[src/rtl/qft_stage_sequencer_pkg.sv]
// Shared types and constants for the 3-qubit QFT stage sequencer.
// QFT_SKIP_SWAP_EN drops the final SWAP(q0,q2) stage (output left bit-reversed).
package qft_stage_sequencer_pkg;

  localparam int unsigned TOTAL_WIDTH = 16;

  localparam int unsigned QFT_NUM_AMPS = 8;
  localparam int unsigned STATE_W      = 2 * QFT_NUM_AMPS * TOTAL_WIDTH;

  localparam logic [2:0] STAGE_H_Q2       = 3'd0;
  localparam logic [2:0] STAGE_CP2_Q1Q2   = 3'd1;
  localparam logic [2:0] STAGE_CP4_Q0Q2   = 3'd2;
  localparam logic [2:0] STAGE_H_Q1       = 3'd3;
  localparam logic [2:0] STAGE_CP2_Q0Q1   = 3'd4;
  localparam logic [2:0] STAGE_H_Q0       = 3'd5;
  localparam logic [2:0] STAGE_SWAP_Q0Q2  = 3'd6;

`ifdef QFT_SKIP_SWAP_EN
  localparam int unsigned NUM_STAGES = 6;
`else
  localparam int unsigned NUM_STAGES = 7;
`endif

  typedef enum logic [1:0] {
    StIdle  = 2'd0,
    StIssue = 2'd1,
    StDone  = 2'd2
  } seq_state_e;

endpackage

[src/rtl/qft_stage_sequencer_state_reg.sv]
// 16-word complex state register, loadable from the input port or the gate network.
module qft_stage_sequencer_state_reg
  import qft_stage_sequencer_pkg::*;
(
  input  logic               clk,
  input  logic               rst,
  input  logic               load_in,
  input  logic               load_gate,
  input  logic [STATE_W-1:0] in_state,
  input  logic [STATE_W-1:0] gate_result,
  output logic [STATE_W-1:0] state_q
);

  always_ff @(posedge clk) begin
    if (rst) begin
      state_q <= '0;
    end else if (load_in) begin
      state_q <= in_state;
    end else if (load_gate) begin
      state_q <= gate_result;
    end
  end

endmodule

[src/rtl/qft_stage_sequencer.sv]
// Steps the QFT state vector through the fixed gate order via an external gate network.
// Stage count depends on QFT_SKIP_SWAP_EN (see package).
module qft_stage_sequencer
  import qft_stage_sequencer_pkg::*;
#(
  parameter int unsigned GATE_LATENCY = 0
) (
  input  logic               clk,
  input  logic               rst,
  input  logic               in_valid,
  output logic               in_ready,
  input  logic [STATE_W-1:0] in_state,
  output logic [2:0]         gate_sel,
  output logic               gate_valid,
  output logic [STATE_W-1:0] gate_state,
  input  logic [STATE_W-1:0] gate_result,
  output logic               out_valid,
  input  logic               out_ready,
  output logic [STATE_W-1:0] out_state,
  output logic               busy,
  output logic [2:0]         stage_idx
);

  localparam int unsigned CntW = (GATE_LATENCY > 0) ? $clog2(GATE_LATENCY + 1) : 1;
  localparam logic [CntW-1:0] LatLast   = CntW'(GATE_LATENCY);
  localparam logic [2:0]      LastStage = 3'(NUM_STAGES - 1);

  seq_state_e         st;
  logic [CntW-1:0]    cnt;
  logic [STATE_W-1:0] state_q;
  logic               load_in;
  logic               load_gate;

  assign load_in   = (st == StIdle) && in_valid;
  assign load_gate = (st == StIssue) && (cnt == LatLast);

  qft_stage_sequencer_state_reg u_state_reg (
    .clk        (clk),
    .rst        (rst),
    .load_in    (load_in),
    .load_gate  (load_gate),
    .in_state   (in_state),
    .gate_result(gate_result),
    .state_q    (state_q)
  );

  // The state register only changes on a gate capture, so both views stay stable per stage.
  assign gate_state = state_q;
  assign out_state  = state_q;

  always_ff @(posedge clk) begin
    if (rst) begin
      st         <= StIdle;
      cnt        <= '0;
      stage_idx  <= 3'd0;
      gate_sel   <= 3'd0;
      gate_valid <= 1'b0;
      out_valid  <= 1'b0;
      busy       <= 1'b0;
      in_ready   <= 1'b1;
    end else begin
      case (st)
        StIdle: begin
          if (in_valid) begin
            st         <= StIssue;
            cnt        <= '0;
            stage_idx  <= 3'd0;
            gate_sel   <= STAGE_H_Q2;
            gate_valid <= 1'b1;
            busy       <= 1'b1;
            in_ready   <= 1'b0;
          end
        end
        StIssue: begin
          if (cnt == LatLast) begin
            cnt <= '0;
            if (stage_idx == LastStage) begin
              st         <= StDone;
              gate_valid <= 1'b0;
              gate_sel   <= 3'd0;
              out_valid  <= 1'b1;
            end else begin
              stage_idx <= stage_idx + 3'd1;
              gate_sel  <= stage_idx + 3'd1;
            end
          end else begin
            cnt <= cnt + CntW'(1);
          end
        end
        StDone: begin
          if (out_ready) begin
            st        <= StIdle;
            out_valid <= 1'b0;
            busy      <= 1'b0;
            in_ready  <= 1'b1;
          end
        end
        default: st <= StIdle;
      endcase
    end
  end

endmodule

[config.mk]
export PLATFORM = sky130hd
export DESIGN_NAME = qft_stage_sequencer
export DESIGN_NICKNAME = d
export VERILOG_FILES = /design/src/rtl/qft_stage_sequencer_pkg.sv /design/src/rtl/qft_stage_sequencer_state_reg.sv /design/src/rtl/qft_stage_sequencer.sv
export SDC_FILE = /design/constraint.sdc
export NUM_CORES = 1
export LEC_CHECK = 0
export ABC_AREA = 1
export BUFFER_PORTS_ARGS = -buffer_cell sky130_fd_sc_hd__buf_4
export CAP_MARGIN = 20
export CORE_AREA = 2 2 400 402
export CTS_BUF_LIST = sky130_fd_sc_hd__clkbuf_8
export DETAILED_ROUTE_END_ITERATION = 6
export DIE_AREA = 0 0 402 404
export GPL_TIMING_DRIVEN = 1
export PLACE_DENSITY = 0.3
export SYNTH_ARGS = -nofsm -noshare
export SYNTH_HDL_FRONTEND = slang
export SYNTH_HIERARCHICAL = 1
export SYNTH_SLANG_ARGS = --single-unit
[constraint.sdc]
create_clock -name clk -period 2.3 [get_ports clk]
set_clock_uncertainty 0.2 [all_clocks]
set_input_delay 0.115 -clock clk [delete_from_list [all_inputs] [get_ports clk]]
set_output_delay 0.115 -clock clk [all_outputs]
set_load 0.05 [all_outputs]
==> Yosys cells after proc, flatten, opt, wreduce, memory -nomap -nowiden <==
Cells that the tools add are included.
{ "classes": {"add_sub_neg": 2, "n_eq_ne": 8, "muxes": 28, "bitwise_logic": 1, "reduce_logical": 14} }
{ "ops": {"columns": ["operator", "count"], "rows": [
  ["256-bit 2-to-1 mux", 2],
  ["4-bit AND reduction", 4],
  ["3-bit 2-to-1 mux", 5],
  ["3-bit one-hot mux with 2 select lines", 2],
  ["1-bit one-hot mux with 2 select lines", 5],
  ["1-bit 2-to-1 mux", 9],
  ["2-bit 2-to-1 mux", 4],
  ["2-bit inequality test (second input constant)", 4],
  ["2-bit nonzero test", 4],
  ["2-bit one-hot mux with 3 select lines", 1],
  ["3-bit AND reduction", 2],
  ["3-bit by 1-bit adder with 3-bit output (second input constant)", 1],
  ["3-bit == test (second input constant)", 1],
  ["2-bit by 1-bit == test with 1-bit output (second input constant)", 1],
  ["2-bit == test (second input constant)", 1],
  ["1-bit logical AND", 2],
  ["2-bit logical NOT", 1],
  ["2-bit by 1-bit inequality test with 1-bit output (second input constant)", 1],
  ["2-bit AND reduction", 1],
  ["1-bit adder (second input constant)", 1],
  ["1-bit NOT", 1]
]} }
{ "totals": {"reg_bits": 269, "output_inout_bits": 522} }

==> Longest topological paths before layout <==
Gate-level depths: netlist (run 1).
{ "logic_depth": {"depth_word": 4, "ltp_mapped": 11, "ltp_nobuf": 8} }

==> By module <==
The synthesis (run 1) kept the hierarchy.
{ "by_module_without_submodules": {"columns": ["mod", "instances", "cells_each", "area_per_inst_um2", "seq_area_each_um2"], "rows": [
  ["qft_stage_sequencer_state_reg", 1, 1937, 12419.4, 5124.9],
  ["qft_stage_sequencer", 1, 335, 2468.6, 240.2]
]} }

==> Least setup slack after synthesis (run 1) <==
No wires, ideal clock.
{ "synth_timing": {"path_type": "reg2reg", "start": "reg stage_idx[0]", "end": "reg stage_idx[2]", "setup_time_ns": 0.111, "arrival_time_ns": 1.455, "required_ns": 1.989, "setup_slack_ns": 0.534, "stages_incl_launch_ff": 9, "synth_period_minus_slack_ns": 1.766, "cell_sequence": "dfxtp_1 > inv_1 > ha_1 > nand2_1 > nand3_1 > nand2_1 > nand2_1 > inv_1 > nor2_2"} }
{ "synth_via": {"elab_chain_len": 4, "elab_cells_between_ends": 7} }
{ "synth_lines": {"columns": ["element", "line_no", "source"], "rows": [
  ["from (decl)", "qft_stage_sequencer.sv:21", "output logic [2:0] stage_idx"],
  ["from (signal assigned)", "qft_stage_sequencer.sv:83", "stage_idx <= stage_idx + 3'd1;"],
  ["3-bit by 1-bit adder with 3-bit output", "qft_stage_sequencer.sv:83", null],
  ["3-bit 2-to-1 mux", "qft_stage_sequencer.sv:77", "if (stage_idx == LastStage) begin"],
  ["3-bit 2-to-1 mux", "qft_stage_sequencer.sv:75", "if (cnt == LatLast) begin"],
  ["3-bit one-hot mux with 2 select lines", "qft_stage_sequencer.sv:62", "case (st)"]
]} }
Parallel ways exist; a longest one is shown, timed or not. The select of a mux whose other input is x is not followed.
A chain may end at the register's enable or synchronous reset.

==> Final worst setup path (run 1) <==
{ "layout_timing": {"start": "reg st[1]", "end": "reg u_state_reg.state_q[13]"} }
{ "layout_via": {"elab_chain_len": 3, "elab_cells_between_ends": 6} }
{ "layout_lines": {"columns": ["element", "line_no", "source"], "rows": [
  ["from (decl)", "qft_stage_sequencer.sv:28", "seq_state_e st;"],
  ["from (signal assigned)", "qft_stage_sequencer.sv:53", "st <= StIdle;"],
  ["from (signal assigned)", "qft_stage_sequencer.sv:65", "st <= StIssue;"],
  ["from (signal assigned)", "qft_stage_sequencer.sv:78", "st <= StDone;"],
  ["2-bit logical NOT (*)", "qft_stage_sequencer.sv:34", "assign load_in = (st == StIdle) && in_valid;"],
  ["1-bit logical AND (*)", "qft_stage_sequencer.sv:34", null],
  ["via load_in", "qft_stage_sequencer.sv:31", "logic load_in;"],
  ["256-bit 2-to-1 mux / 2-bit nonzero test (equally long branches)", null, null],
  ["to (signal assigned)", "qft_stage_sequencer_state_reg.sv:18", "state_q <= in_state;"],
  ["to (signal assigned)", "qft_stage_sequencer_state_reg.sv:20", "state_q <= gate_result;"],
  ["to (decl)", "qft_stage_sequencer_state_reg.sv:11", "output logic [STATE_W-1:0] state_q"]
]} }
Mark *: on every way through the listed nets, which the timed path passes. The rest lies on a longest branch.

==> impl.org, run 1 <==
** Placed design
- Buffers placed on the I/O ports in this run total 1,037.
- Final weighted congestion in routability-driven placement :: 0.800
- OpenSTA, run right after detailed placement, puts the worst setup slack at 0.295 ns.
- HPWL after DPL :: 90.6 mm

** Clock network
- TritonCTS built the clock tree.
- Clock-pin transition on the worst setup and hold timing paths :: 0.06 ns
- Clock Tree Buf Depth :: 3
- Counting the buffers created by CTS gives 67.
- In this run the number of H-tree levels came out at 3.
- The tree is rooted in a clkbuf_8.
- Worst-Skew Late Latency :: 0.74 ns
- After clock tree synthesis, the setup repair step added 0 buffers.
- Number of clock sinks :: 268

** Drt
- Number of nets still failing antenna checks after routing :: 0
- In the routed design, unresolved DRC markers number 0.
- First-pass DRT Iterations :: 7
- Average vias per placed instance :: 3.38
- Dividing the detail-routed wire length by the instance count gives 18.5 um.
- Sum of routed wire length over all layers :: 114 mm
- Detailed routing inserted a total of 20,800 vias.
- For this block, the initial DRC count from the detailed router was 857.

** Status
- The flow ran to the end, and the final reports show no timing, DRC or antenna violations.

** Pwr
- The analysis attributes to cell leakage a power of 17.7 nW.
- Across the VDD grid, the largest voltage drop is 347 uV.
- Cell Pwr Density :: 584 mW/mm^2

** Job
- Max-cap violations in this run came to 0.

** Final layout
- Multi-input combinational cell area :: 0.00573 mm^2
- Final #Nets :: 4,555
- Summing all flip-flop and latch instances after layout gives 0.00537 mm^2.
- Counting the fill cells in the layout gives 17,900.
- In the final layout, the share of cells above drive strength 1 is 0.303.
- Compared with the post-synthesis result, the final layout area differs by 132%.

** Floorplanning
- Floorplan Core Area :: 0.158 mm^2
- For this configuration, the core starts out at a cell density of 0.0943.
- In this run the core area contains 146 standard-cell rows.
- Number of primary I/O pins :: 1,038
- Measured along the y axis, the die boundary spans 404 um.
- Die Area :: 0.162 mm^2
- Die width :: 402 um

** Synthesis
- Synthesis produced a netlist whose cell count is 2,272.
- The mapped netlist covers 0.0149 mm^2.
- Synthesis instantiated 18 different standard cells from the library.
- For this run, the number of Yosys warnings is 6.
- A synthesized cell averages 6.55 um^2.
- Total of flip-flops plus latches after synthesis :: 268
- Synthesized netlist net count :: 2,790
- Of the synthesized area, sequential elements account for 0.360.

** Critical path
- For the worst setup path, the data arrival time is 2.58 ns.
- Critical path peak fanout :: 23
- STA classifies the critical path startpoint as a register.
- The worst setup path is captured at a register.
- The critical path is of the register to register type.
- Required time reported for the critical path endpoint :: 2.73 ns

** STA
- Dividing the final minimum period by the clock period gives 0.933.
- Setup violations remaining at the end of the flow were counted as 0.
- Derived from the worst setup path, the maximum achievable clock frequency is 466 MHz.
- Fin. Hold Viols :: 0
- Setup slack closes at 0.153 ns.
- Headroom to the max-slew limit came out at 0.558.
- For the pin with the worst max-slew slack, the measured transition is 0.662 ns.
- Unrepaired setup endpoints after global routing :: false
- Tmin final :: 2.15 ns
- The max-slew violation count was 0.
- Setup Total Neg Slack :: 0 ns

** Worst hold path
- Kind of path behind the tightest hold check :: input port to register

** GRT
- Global-route wire length before repair :: 157 mm
- The via count of the first global-routing pass is 21,500.
- The initial antenna violation count is 8.
- In the global route stage, overall resource usage came out at 0.135.
- GRT overflow :: 0
- Entering global routing, the biggest net connects 68 pins.
==> per-layer routing <==
metal,part of all wire,GRT usage
met1,0.41,0.159
met2,0.49,0.232
met3,0.073,0.0418
met4,0.027,0.0442
met5,0.00022,0
==> power breakdown <==
part | switching [mW] | leakage (nW) | total, mW | internal, mW
Combinational | 5.02 | 14.7 | 8.29 | 3.27
Clock | 2.85 | 0.789 | 6.29 | 3.44
Sequential | 0.554 | 2.21 | 5.60 | 5.04
==> critical path, stage by stage, from the launching register on <==
cell	delay [ns]
dfxtp_1	0.34
nor2_1	0.13
nand2_2	0.11
inv_8	0.18
inv_8	0.07
buf_12	0.16
nand3_1	0.09
nand3_1	0.07
dlygate4sd3_1	0.56
nand2_1	0.06
inv_1	0.05
==> cell type report <==
| cell class | count | area share |
|---|---|---|
| timing repair buffer | 2095 | 0.534 |
| multi-input combinational | 1336 | 0.166 |
| sequential | 268 | 0.155 |
| tap | 2072 | 0.0751 |
| clock buffer | 81 | 0.0323 |
| inverter | 269 | 0.0299 |
| clock inverter | 36 | 0.00747 |
| antenna | 4 | 0.000290 |
==> flip-flops by register name (all words and copies together), names as in the netlist <==
| register | flops |
|---|---|
| st | 2 |
| busy | 1 |
| u_state_reg/state_q | 256 |
| out_valid | 1 |
| gate_sel | 3 |
| stage_idx | 3 |
| gate_valid | 1 |
| in_ready | 1 |
==> cells in the final DEF, fill, tap and decap left out <==
cell type      Yosys  layout
nand3_1          518     518
nand2_1          793     793
buf_4            272    1110
inv_2              2       1
clkinvlp_4         0       1
dlygate4sd3_1      0     962
diode_2            0       4
o21ai_2            1       1
inv_6              0       1
clkinv_8           0       3
nand2_2            1       1
a21oi_1           10      10
inv_12             0       1
nor2_2             1       1
clkinv_2           0       3
buf_12             0      23
ha_1               2       2
nor2_8             1       1
inv_1            267     289
dfxtp_2            0       2
dfxtp_1          268     266
clkbuf_8           0      81
nor2_4             1       1
nor2_1             8       8
bufinv_16          0       2
inv_8              0       4
==> synth_stat cells, drive strengths merged <==
| cell | count | share of area |
|---|---|---|
| nand3 | 518 | 0.17 |
| a21oi | 10 | 0.0034 |
| nand2 | 794 | 0.20 |
| clkbuf | 23 | 0.0058 |
| ha | 2 | 0.0017 |
| o21ai | 1 | 0.00059 |
| dfxtp | 268 | 0.36 |
| inv | 269 | 0.068 |
| buf | 376 | 0.18 |
| nor2 | 11 | 0.0045 |
==> metrics by stage <==
step	cell area [um^2]	hold slack, ns	power [mW]	utilization	cells
after CTS	34500	0.00120	20.7	0.219	6157
after global routing	34500	0.0680	21.3	0.219	6160
after global placement	23500	0.208	12.8	0.149	5078
final	34500	0.126	20.2	0.219	6161
after detailed placement	23500	0.211	12.8	0.149	5078
after floorplan	14900	0.0786	10.0	-	2272
==> final timing paths <==
path / startpoint / to / slack (ns) / cells past startpoint
max: st[1] / u_state_reg/state_q[13] / 0.15 / 10
min: in_state[200] / u_state_reg/state_q[200] / 0.13 / 6
max reg2reg: st[1] / u_state_reg/state_q[13] / 0.15 / 10
min reg2reg: gate_valid / gate_valid / 0.26 / 2
==> cell families (layout without fill, tap and decap cells) <==
kind of cell / count (synthesis) / count (layout) / synth area share
AOI/OAI and AO/OA: 11 / 11 / 0.00395
DFF: 268 / 268 / 0.360
other: 0 / 4 / 0
adders and majority gates: 2 / 2 / 0.00168
buffers and inverters: 668 / 2481 / 0.255
and+or+nand+nor: 1323 / 1323 / 0.379
==> timing repair <==
item | CTS | global route
endpoints found under the hold margin | 268 | 0
resized for setup | 1 | 1
setup endpoints to repair | 2 | 1
hold buffers | 962 | 0
Note: power is estimated with default switching activity, not from simulation.
==> run 2, diff against run 1 <==
--- a/config.mk
+++ b/config.mk
@@ -9,7 +9,7 @@
 export BUFFER_PORTS_ARGS = -buffer_cell sky130_fd_sc_hd__buf_4
 export CAP_MARGIN = 20
 export CORE_AREA = 2 2 400 402
-export CTS_BUF_LIST = sky130_fd_sc_hd__clkbuf_8
+export CTS_BUF_LIST = sky130_fd_sc_hd__clkbuf_4
 export DETAILED_ROUTE_END_ITERATION = 6
 export DIE_AREA = 0 0 402 404
 export GPL_TIMING_DRIVEN = 1
==> run 2 against run 1 <==
- design area up 2.0%
- non-clock buffer count up 69
- core utilization up 0.43 points
- combinational power up 1%
- worst setup slack better by 0.057 ns
- maximum frequency up 2.7%
- wire length about the same
- first-iteration DRC count up 0.93%
- die area unchanged
- sequential share of layout area down 0.15 points
- sequential power about the same
- clock-buffer cell count up 72
- critical path type is now input port to register
- highest routed layer unchanged
==> impl.org, run 2 (synthesis results as in run 1) <==
** Floorplanning
- Vertical die dimension :: 404 um
- Initial standard-cell utilization of the core :: 0.0943
- Die Area :: 0.162 mm^2
- The total area inside the core boundary comes to 0.158 mm^2.
- The initialized floorplan defines 146 standard-cell rows.
- Number of primary I/O pins :: 1,038
- Measured along the x axis, the die boundary spans 402 um.

** Final layout
- From synthesis to final layout, the design area changed by 136%.
- Of the cells placed in the final design, the portion with a size suffix greater than 1 is 0.317.
- Once layout is complete, the cells apart from fillers number 6,282.
- Final #Nets :: 4,652
- Largest registers ranked by flip-flop count :: u_state_reg/state_q x256, gate_sel x3, stage_idx x3
- Most common cell after layout, fill and taps aside :: buf_4
- Ranked by flip-flop count, first place goes to u_state_reg/state_q.
- Number of fill cells in the layout :: 17,900
- Leaving out fill and tap cells, the most frequent cells in the layout are buf_4 (1,101), dlygate4sd3_1 (1,031), nand2_1 (793), nand3_1 (518), inv_1 (265).
- Max reg flops :: 256
- Design Area, Final :: 0.0352 mm^2

** Clock network
- Total clock buffers created by CTS :: 95
- CTS root buffer :: clkbuf_4
- Clock-pin transition on the worst setup and hold timing paths :: 0.06 ns
- Counting along the longest clock path gives a buffer depth of 3.
- TritonCTS built the clock tree.
- In this run the number of H-tree levels came out at 3.
- For this design, the sink count on the clock tree is 268.
- Worst-Skew Late Latency :: 1.00 ns

** STA
- Setup repair after global routing left no endpoint under its margin.
- At the pin with the least slew margin, the transition time is 0.582 ns.
- Tmin final :: 2.09 ns
- The number of failing hold endpoints at the final stage was 0.
- Setup violations remaining at the end of the flow were counted as 0.
- Setup Total Neg Slack :: 0 ns
- The max-slew violation count was 0.
- Max-slew headroom at the worst pin :: 0.611
- Final critical-path share of the clock period :: 0.909
- FMAX :: 479 MHz

** Critical path
- CP Capture Type :: register
- Crit Path Category :: input port to register
- WP data arrival :: 2.70 ns
- Required time reported for the critical path endpoint :: 2.91 ns
- Critical path peak fanout :: 55
- Worst R2R Setup Slack :: 0.23 ns
- The signal on the critical path passes through dlygate4sd3_1 -> buf_4 -> dlygate4sd3_1 -> nand2_2 -> inv_8 -> inv_8 -> buf_12 -> buf_12 -> nand3_1 -> nand3_1 -> nand2_1 -> inv_1.
- The slowest stage of the critical path belongs to the cell dlygate4sd3_1.
- Startpoint kind of the worst setup timing path :: input port
- Max stage delay on crit path :: 0.66 ns

** GRT
- Global-route usage over all layers :: 0.135
- Pin count of the biggest net entering global routing :: 68
- GRT overflow :: 0
- The first global-routing pass estimated 158 mm of wire.
- The via count of the first global-routing pass was 22,000.
- Initial antenna violation count :: 11

** Pwr
- The analysis attributes to cell leakage a power of 18.0 nW.
- Cell Pwr Density :: 564 mW/mm^2
- Worst-case vdd ir drop :: 393 uV

** Drt
- Average vias per placed instance :: 3.38
- Dividing the detail-routed wire length by the instance count gives 18.2 um.
- In the routed design, unresolved DRC markers number 0.
- Sum of routed wire length over all layers :: 114 mm
- Number of nets still failing antenna checks after routing :: 0
- The final route contains 21,300 vias.
- For this block, the initial DRC count from the detailed router was 865.
- First-pass DRT Iterations :: 5

** Placed design
- Detailed placement ended at an HPWL of 90.6 mm.
- The congestion estimate from routability-driven global placement came to 0.800.
- Port Buffer Count :: 1,037
- Once placement finished, the instance area stood at 0.0235 mm^2.
- Cell count after placement :: 5,078

** Status
- Status :: completed

** Job
- Across the run, the number of max-cap violations was 0.

** Worst hold path
- The min-delay analysis places its worst path in the category register to register.
-- run 2: cell count changes in the layout (fill, tap and decap cells not counted), sizes merged --
cell	change
dlygate4sd3	+69
clkinv	+4
clkbuf	+72
bufinv	-1
inv	-23
-- run 2: worst paths after layout --
| check | startpoint | to | depth (start not counted) |
|---|---|---|---|
| min reg2reg | out_valid | out_valid | 2 |
| max reg2reg | st[0] | u_state_reg/state_q[215] | 10 |
| max | in_valid | u_state_reg/state_q[215] | 12 |
| min | out_valid | out_valid | 2 |
-- run 2: cell type report --
class / instances / area, um^2 / share of cell area
Antenna cell: 4 / 10.0 / 0.000284
Timing Repair Buffer: 2164 / 19200 / 0.544
Sequential cell: 268 / 5420 / 0.154
Multi-Input combinational cell: 1336 / 5730 / 0.163
Tap cell: 2072 / 2590 / 0.0737
Clock buffer: 153 / 1150 / 0.0326
Inverter: 269 / 1030 / 0.0293
Clock inverter: 16 / 120 / 0.00341
-- run 2: metrics by stage --
stage / hold WS [ns] / setup WS (ns) / utilization / power (mW)
final: 0.263 / 0.210 / 0.223 / 19.9
after global routing: 0.173 / 0.0413 / 0.223 / 21.1
after CTS: 0.0110 / -0.0134 / 0.223 / 20.5
after detailed placement: 0.211 / 0.295 / 0.149 / 12.8
after global placement: 0.208 / 0.304 / 0.149 / 12.8
after floorplan: 0.0786 / 0.534 / - / 10.0
-- run 2: report_power, final --
part / total, mW / switching [mW] / internal, mW / leakage (nW)
clock: 5.87 / 2.76 / 3.11 / 0.758
combinational: 8.38 / 5.02 / 3.36 / 15.0
sequential: 5.60 / 0.555 / 5.05 / 2.22
total: 19.9 / 8.33 / 11.5 / 18.0
-- run 2: repair_timing --
action	4_1_cts	5_1_grt
gates resized for setup	48	0
hold buffers	1031	0
endpoints found under the hold margin	268	0
setup buffers	0	0
setup endpoints to repair	63	0
-- run 2: layer usage --
| layer | GRT usage | share of wire | vias up | wire length, um |
|---|---|---|---|---|
| li1 | - | - | 10600 | - |
| met2 | 0.233 | 0.49 | 715 | 55600 |
| met1 | 0.158 | 0.41 | 9846 | 47100 |
| met3 | 0.0428 | 0.073 | 132 | 8350 |
| met4 | 0.0464 | 0.028 | 8 | 3150 |
| met5 | 0 | 0.00038 | - | 43 |
-- run 2: critical path, delay by kind of cell --
family | cells | cell delay, ns
buffers and inverters | 8 | 2.06
and+or+nand+nor | 4 | 0.39
